===== src/rtl/hazard_ctrl.sv =====
// hazard_ctrl: in-order pipeline hazard detector for a 3-bit register file.
// It tracks the destination registers of the last three issued instructions
// (EX, MEM, WB) and stalls decode while a source operand depends on one of them.
// Build option: define HAZARD_FORWARD_EN when the datapath forwards results.
//   defined   -> stall only on load-use (dependency on a load sitting in EX)
//   undefined -> stall on any dependency in EX, MEM or WB (no RF write-through)
module hazard_ctrl (
  input  logic       clk,
  input  logic       rst_n,
  input  logic       id_valid,
  input  logic [2:0] id_rs,
  input  logic       id_rs_used,
  input  logic [2:0] id_rt,
  input  logic       id_rt_used,
  input  logic       id_writes,
  input  logic [2:0] id_rd,
  input  logic       id_is_load,
  input  logic       flush,
  output logic       stall,
  output logic [7:0] stall_cycles
);

  // One tracker slot: a pending register write of an in-flight instruction.
  typedef struct packed {
    logic       valid;
    logic [2:0] rd;
    logic       is_load;
  } entry_t;

  localparam int unsigned NSTAGE = 3;
  localparam int unsigned EX     = 0;
  localparam int unsigned MEM    = 1;
  localparam int unsigned WB     = 2;

  localparam entry_t     ENTRY_NONE = '{valid: 1'b0, rd: 3'd0, is_load: 1'b0};
  localparam logic [7:0] CNT_MAX    = 8'd255;

  entry_t     trk_q [NSTAGE];
  entry_t     trk_d [NSTAGE];
  logic [7:0] stall_cycles_q;
  logic [7:0] stall_cycles_d;

  logic       hit_s [NSTAGE];
  logic       hazard_s;
  logic       issue_s;

  // A used source operand equals the pending destination of a valid entry.
  // R0 is an ordinary register here, so it is deliberately not excluded.
  function automatic logic src_match(input entry_t     e,
                                     input logic [2:0] rs,
                                     input logic       rs_used,
                                     input logic [2:0] rt,
                                     input logic       rt_used);
    logic rs_hit;
    logic rt_hit;
    rs_hit = rs_used & (rs == e.rd);
    rt_hit = rt_used & (rt == e.rd);
    return e.valid & (rs_hit | rt_hit);
  endfunction

  // Six comparisons per cycle: both sources against every tracker stage.
  always_comb begin
    for (int unsigned i = 0; i < NSTAGE; i++) begin
      hit_s[i] = src_match(trk_q[i], id_rs, id_rs_used, id_rt, id_rt_used);
    end
  end

  // Select which matches actually require a stall for this datapath flavour.
  always_comb begin
`ifdef HAZARD_FORWARD_EN
    // Forwarding covers everything except a load whose data is not ready yet.
    hazard_s = hit_s[EX] & trk_q[EX].is_load;
`else
    // Without forwarding, decode must wait until the writer has left WB.
    hazard_s = hit_s[EX] | hit_s[MEM] | hit_s[WB];
`endif
  end

  // Stall only a real instruction that is not being squashed this cycle.
  always_comb begin
    if (id_valid && !flush) begin
      stall = hazard_s;
    end else begin
      stall = 1'b0;
    end
  end

  // The decode instruction enters EX only when it writes and is neither held nor squashed.
  always_comb begin
    issue_s = id_valid & id_writes & ~stall & ~flush;
  end

  // Tracker next state: shift unconditionally; flush kills the EX and MEM slots.
  always_comb begin
    if (issue_s) begin
      trk_d[EX] = '{valid: 1'b1, rd: id_rd, is_load: id_is_load};
    end else begin
      trk_d[EX] = ENTRY_NONE;
    end
    if (flush) begin
      trk_d[MEM] = ENTRY_NONE;
    end else begin
      trk_d[MEM] = trk_q[EX];
    end
    trk_d[WB] = trk_q[MEM];
  end

  // Saturating stall-cycle counter next state.
  always_comb begin
    if (stall && (stall_cycles_q != CNT_MAX)) begin
      stall_cycles_d = stall_cycles_q + 8'd1;
    end else begin
      stall_cycles_d = stall_cycles_q;
    end
  end

  // Tracker registers; reset discards every in-flight entry.
  always_ff @(posedge clk or negedge rst_n) begin
    if (!rst_n) begin
      for (int unsigned i = 0; i < NSTAGE; i++) begin
        trk_q[i] <= ENTRY_NONE;
      end
    end else begin
      for (int unsigned i = 0; i < NSTAGE; i++) begin
        trk_q[i] <= trk_d[i];
      end
    end
  end

  // Stall-cycle counter register.
  always_ff @(posedge clk or negedge rst_n) begin
    if (!rst_n) begin
      stall_cycles_q <= 8'd0;
    end else begin
      stall_cycles_q <= stall_cycles_d;
    end
  end

  assign stall_cycles = stall_cycles_q;

endmodule


===== config.mk =====
export PLATFORM = sky130hd
export DESIGN_NAME = hazard_ctrl
export DESIGN_NICKNAME = d
export VERILOG_FILES = /design/src/rtl/hazard_ctrl.sv
export SDC_FILE = /design/constraint.sdc
export NUM_CORES = 1
export LEC_CHECK = 0
export CORE_UTILIZATION = 43
export DETAILED_ROUTE_END_ITERATION = 8
export PLACE_DENSITY = 0.74
export SYNTH_ARGS = -nofsm -noshare
export SYNTH_HDL_FRONTEND = slang
export SYNTH_SLANG_ARGS = --single-unit
export TNS_END_PERCENT = 10

===== constraint.sdc =====
create_clock -name clk -period 1.65 [get_ports clk]
set_input_delay 0.495 -clock clk [delete_from_list [all_inputs] [get_ports clk]]
set_output_delay 0.495 -clock clk [all_outputs]
set_load 0.02 [all_outputs]

==> results.tsv, run 1 <==
metric	value	unit
cts_tree	yes	
fin_crit_sh	123.6	%
first_iter_violations	6	
numCtsBuffers	3	
avgSynthCellArea	12.21	um^2
area_growth	40.73	%
irDropWorstVdd	0.4610	mV
switchingPower	0.2413	mW
dieArea	2585	um^2
via_per_inst	4.960	
core	2233	um^2
cts.sinks	20	
synthTopCellsByCount	dfrtp_1, xnor2_1, xor2_1, nor2b_1, nand4_1	
die_h	50.85	um
ctsHoldBuffers	0	
grt_usage	18.66	%
fin_ws	-0.3899	ns
power.share.sequential	55.7	%
drc_errors	0	
clock_skew	0.002126	ns
post_route_cells_drive_above_1_share	37.70	%
reg2regPathDepth	7	
worst_pin_slew	0.5478	ns
crit_path_start_kind	input port	
rsz0062_at_grt	true	
dr.pass1.iters	4	
arrival	1.54	ns
die_w	50.85	um
insertion_delay	0.29	ns
drv_slew	0	
drv_cap	0	
synthFlopType	dfrtp_1	
synth.area.top_cells	dfrtp_1, xnor2_1, xor2_1, nor2b_1, mux2_4	
cp.required	1.15	ns
cts_max_path_buffers	2	
syn_area	1026	um^2
grt_pass1_vias	828	
final_nets	142	
route.detailed.wl_per_inst	13.45	um
hold_ws	0.3922	ns
ios	26	
failed_checks	negative setup slack	
yosysTopAreaCellShare	48.78	%
p_per_area	655.4	nW/um^2
dp.final_hpwl	1550	um
critical_path_depth	7	
antenna_found_initial	0	
end_kind	output pin	
cp_cell_sequence	clkdlybuf4s15_2, xnor2_1, nand4_2, a21boi_2, o31ai_4, inv_2, buf_6	
clkPwrFrac	23.0	%
grt_max_degree	21	
final_area	1444	um^2
async_flop_share	100.0	%
maxSlewHeadroom	63.14	%
drt-total-wl	2018	um
fmax	490.2	MHz
root_buffer	clkbuf_4	
port_buffers	24	
post-synth-top-count-cell	dfrtp_1	
fillers	179	
grt_overflow	0	
diodes	0	
synth_edf_count	0	
hp-class	flop to flop	
setup-tns-final	-1.442	ns
synth_warnings	0	
pwr-share-comb	21.3	%
crit_buf_inv	3	
min_path_cells	0	
synth.distinct_cells	25	
dpl.cell_count	147	
htreeDepth	1	
finalPower	0.9463	mW
p_leak	0.6780	nW
grt_pass1_wl	3588	um
synth_top_area_cell	dfrtp_1	
critPathKind	input port to output pin	
gp_congestion	0.8047	
max_stage_delay	0.22	ns
antenna_left	0	
instances_no_fill	150	
fin_util	64.65	%
synth_seq_cells	20	
route.vias.total	744	
place_area	1388	um^2
rows	17	
yosysSeqAreaShare	48.78	%
syn_inst	84	
postCtsSetupRepairBufs	0	
synth_nets	102	
finalHoldViolations	0	
initial_core_util	45.94	%
slowest_stage	clkdlybuf4s15_2	
setup_violations	12	
crit_family	buffers and inverters	
switching_share	25.50	%
path_clk_slew	0.10	ns
critPathMaxFanout	3	
internal-power	0.7050	mW
pre_cts_slack	-1.204	ns
min_period	2.040	ns
status	finished with violations	
==> cell usage in the layout (no fill, tap or decap), types with 2 or more instances in the layout <==
master	n
dfrtp_1	19
and3_1	3
mux2_4	2
clkdlybuf4s15_2	3
nand4_2	2
nand4_1	4
nor3_2	2
clkbuf_4	3
and2_1	3
xnor2_2	5
buf_4	12
a21boi_2	3
clkbuf_2	5
nand3_1	3
clkdlybuf4s50_1	7
nand2_1	2
dlygate4sd2_1	7
xnor2_1	13
nor2b_1	5
xor2_1	6
==> flip-flops by register name, summed over array words and instances (netlist names) <==
register	cells
stall_cycles	8
trk_q	8
trk_d	4
==> cells by family (layout without fill, tap and decap cells) <==
kind of cell	Yosys count	count (layout)	synth area share, %
multiplexers	2	2	2.927
AO/OA/AOI/OAI	4	4	5.000
AND/OR/NAND/NOR	31	31	20.85
flip-flops	20	20	48.78
adder cells (fa/ha/maj)	1	1	1.219
buffers and inverters	2	40	0.7310
XOR/XNOR	24	24	20.49
==> worst paths after layout <==
path	startpoint	to	slack, ns
worst max-delay path	id_rt[1]	stall	-0.39
worst min-delay path	trk_d[4]	trk_q[4]	0.39
worst max register to register	trk_q[13]	stall_cycles[3]	-0.17
worst min register to register	trk_d[4]	trk_q[4]	0.39
max in group asynchronous	rst_n	trk_q[13]	0.91
min in group asynchronous	rst_n	trk_q[12]	0.53
==> final cells by class <==
type	instances	area, um^2	area share (%)
multi-input cells	62	579.3	40.12
flip-flops and latches	20	501.7	34.75
repair buffers	36	301.5	20.88
well taps	28	35.03	2.426
clock buffers	3	22.52	1.560
inverters	1	3.754	0.2600
==> repair_timing <==
item,CTS,global route
endpoints found under the hold margin,0,0
setup endpoints to repair,21,16
pin swaps,23,10
cloned,0,0
resized for setup,40,10
==> metal layers <==
layer / routed length (um) / vias to the layer above / share of wire (%) / global-route usage, %
met5: 0 / - / 0 / 0
met4: 19 / 0 / 0.94 / 6.944
met3: 49 / 2 / 2.4 / 2.083
met2: 991 / 11 / 49 / 32.44
met1: 957 / 365 / 47 / 23.80
li1: - / 366 / - / -
==> power groups by stage <==
stage               registers, mW  logic, mW  clock network [mW]
floorplan                   0.555     0.0593                   0
global placement            0.534      0.210                   0
detailed placement          0.535      0.212                   0
CTS                         0.526      0.204               0.232
global route                0.530      0.222               0.251
finish                      0.527      0.202               0.218
(Power assumes the default switching activity.)
==> run 2: changes to the inputs <==
--- a/config.mk
+++ b/config.mk
@@ -5,9 +5,11 @@
 export SDC_FILE = /design/constraint.sdc
 export NUM_CORES = 1
 export LEC_CHECK = 0
+export CORE_ASPECT_RATIO = 0.8
 export CORE_UTILIZATION = 43
 export DETAILED_ROUTE_END_ITERATION = 8
 export PLACE_DENSITY = 0.74
+export RECOVER_POWER = 100
 export SYNTH_ARGS = -nofsm -noshare
 export SYNTH_HDL_FRONTEND = slang
 export SYNTH_SLANG_ARGS = --single-unit
==> run 2 against run 1 <==
  * The flow still finishes with violations (negative setup slack)
  * First-iteration DRC count grew to 2.7 times the previous value
  * Register-to-register slack lost 0.10 ns
  * Critical path depth shrank 1
  * Utilization grew 4.0 points
  * Combinational power grew 2%
  * Sequential power is essentially flat
  * Cell count shrank 0.67%
  * Hold slack lost 0.0072 ns
  * Critical path type is now flop to output pin
  * Largest power group unchanged
  * Highest routed layer unchanged
==> results.tsv, run 2 (synthesized netlist as in run 1, its figures left out) <==
metric	value	unit
rsz0062_at_grt	true	
grt_use_met2	26.82	%
hp-class	flop to flop	
most-common-layout-cells	dfrtp_1, xnor2_1, buf_4	
p_per_area	757.2	nW/um^2
post_route_cells_drive_above_1_share	41.13	%
grt_pass1_wl	3546	um
drv_slew	0	
core	2196	um^2
numCtsBuffers	3	
timing.rr.start	trk_q[13]	
cts_tree	yes	
grt_overflow	0	
crit_path_start_kind	flop	
port_buffers	24	
pre_cts_slack	-1.188	ns
end_kind	output pin	
grt_pass1_vias	740	
htreeDepth	1	
path_clk_slew	0.11	ns
antenna_found_initial	0	
grt_max_degree	21	
antenna_left	0	
status	finished with violations	
worst_pin_slew	0.5056	ns
rows	15	
cts_max_path_buffers	2	
crit_buf_inv	2	
drv_cap	0	
root_buffer	clkbuf_4	
critPathKind	flop to output pin	
fillers	168	
initial_core_util	46.72	%
met3_usage	5.682	%
arrival	1.59	ns
grt_usage	18.93	%
diodes	0	
area_growth	46.95	%
r2r_end	stall_cycles[6]	
failed_checks	negative setup slack	
max_stage_delay	0.47	ns
cp.required	1.15	ns
crit_family	flip-flops	
dieArea	2587	um^2
dp.final_hpwl	1544	um
route.detailed.wl_per_inst	14.95	um
setup-tns-final	-2.193	ns
finalPower	1.142	mW
setup_violations	12	
gp_congestion	0.7501	
ios	26	
route.vias.total	743	
p_leak	0.7043	nW
die_h	45.69	um
fmax	479.5	MHz
min_period	2.085	ns
irDropWorstVdd	0.9525	mV
insertion_delay	0.31	ns
hold_ws	0.3849	ns
die_w	56.61	um
final_common_cell	dfrtp_1	
met1_usage	27.26	%
critPathMaxFanout	3	
cp_cell_sequence	xnor2_2, nand4_2, a21boi_2, o31ai_4, inv_2, buf_6	
drt-total-wl	2228	um
drc_errors	0	
slowest_stage	dfrtp_2	
rrSetupSlack	-0.27	ns
critical_path_depth	6	
first_iter_violations	16	
via_per_inst	4.987	
clock_skew	0.005452	ns
maxSlewHeadroom	65.98	%
crit_start	trk_q[13]	
reg2regPathDepth	8	
final_nets	143	
top_usage_layer	met1	
cts.sinks	20	
fin_ws	-0.4354	ns
dr.pass1.iters	4	
crit_path_end	stall	
finalHoldViolations	0	
fin_crit_sh	126.4	%
[run 2: cell types whose count changed in the layout (fill, tap and decap cells not counted), moves of 2 or more]
cell | previous run | this run
dfrtp_2 | 1 | 4
buf_4 | 12 | 10
clkdlybuf4s15_2 | 3 | 1
clkdlybuf4s50_1 | 7 | 5
xnor2_1 | 13 | 10
dfrtp_1 | 19 | 16
clkdlybuf4s15_1 | 1 | 3
dlygate4sd3_1 | 0 | 2
xnor2_2 | 5 | 8
[run 2: worst register-to-register path: cells and delay by family (launching register included)]
kind / cells / cell delay (ns)
AND/OR/NAND/NOR: 2 / 0.26
AO/OA/AOI/OAI: 2 / 0.31
XOR/XNOR: 1 / 0.20
multiplexers: 1 / 0.30
buffers and inverters: 2 / 0.28
flip-flops: 1 / 0.47
[run 2: routing by layer]
layer / up-vias / wire length (um)
li1: 366 / -
met1: 354 / 1102
met2: 19 / 989
met3: 4 / 103
met4: 0 / 31
met5: - / 0
[run 2: timing repair]
item / 4_1_cts / 5_1_grt
setup endpoints to repair: 21 / 16
setup buffers: 1 / 0
hold buffers: 0 / 0
pin swaps: 20 / 13
resized for setup: 39 / 19
[run 2: worst min-delay path by stage]
stage / slack [ns] / cells past startpoint / end / startpoint
after floorplan: 0.20 / 0 / stall_cycles[0] / rst_n
after global placement: 0.35 / 0 / trk_q[4] / trk_d[4]
after detailed placement: 0.36 / 0 / trk_q[4] / trk_d[4]
after CTS: 0.39 / 0 / trk_q[4] / trk_d[4]
after global routing: 0.39 / 0 / trk_q[4] / trk_d[4]
final: 0.38 / 0 / trk_q[4] / trk_d[4]
[run 2: cell type report]
type	count	area, um^2	area share (%)
flip-flops and latches	20	505.5	33.53
clock buffers	3	22.52	1.494
repair buffers	37	304.0	20.17
multi-input cells	62	610.6	40.50
well taps	25	31.28	2.075
clock inverters	1	30.03	1.992
inverters	1	3.754	0.2490
[run 2: where the power goes]
| part | internal, mW | leakage (nW) | switching, mW |
|---|---|---|---|
| Clock | 0.246 | 0.0279 | 0.161 |
| Sequential | 0.510 | 0.269 | 0.0195 |
| Combinational | 0.112 | 0.407 | 0.0940 |
| Total | 0.867 | 0.704 | 0.274 |
[run 2: per-stage QoR]
stage          instance area [um^2]  utilization [%]  instances
2_1_floorplan                  1026                -         84
3_3_place_gp                   1384            63.02        144
3_5_place_dp                   1384            63.02        144
4_1_cts                        1480            67.41        149
5_1_grt                        1508            68.66        149
6_report                       1508            68.66        149
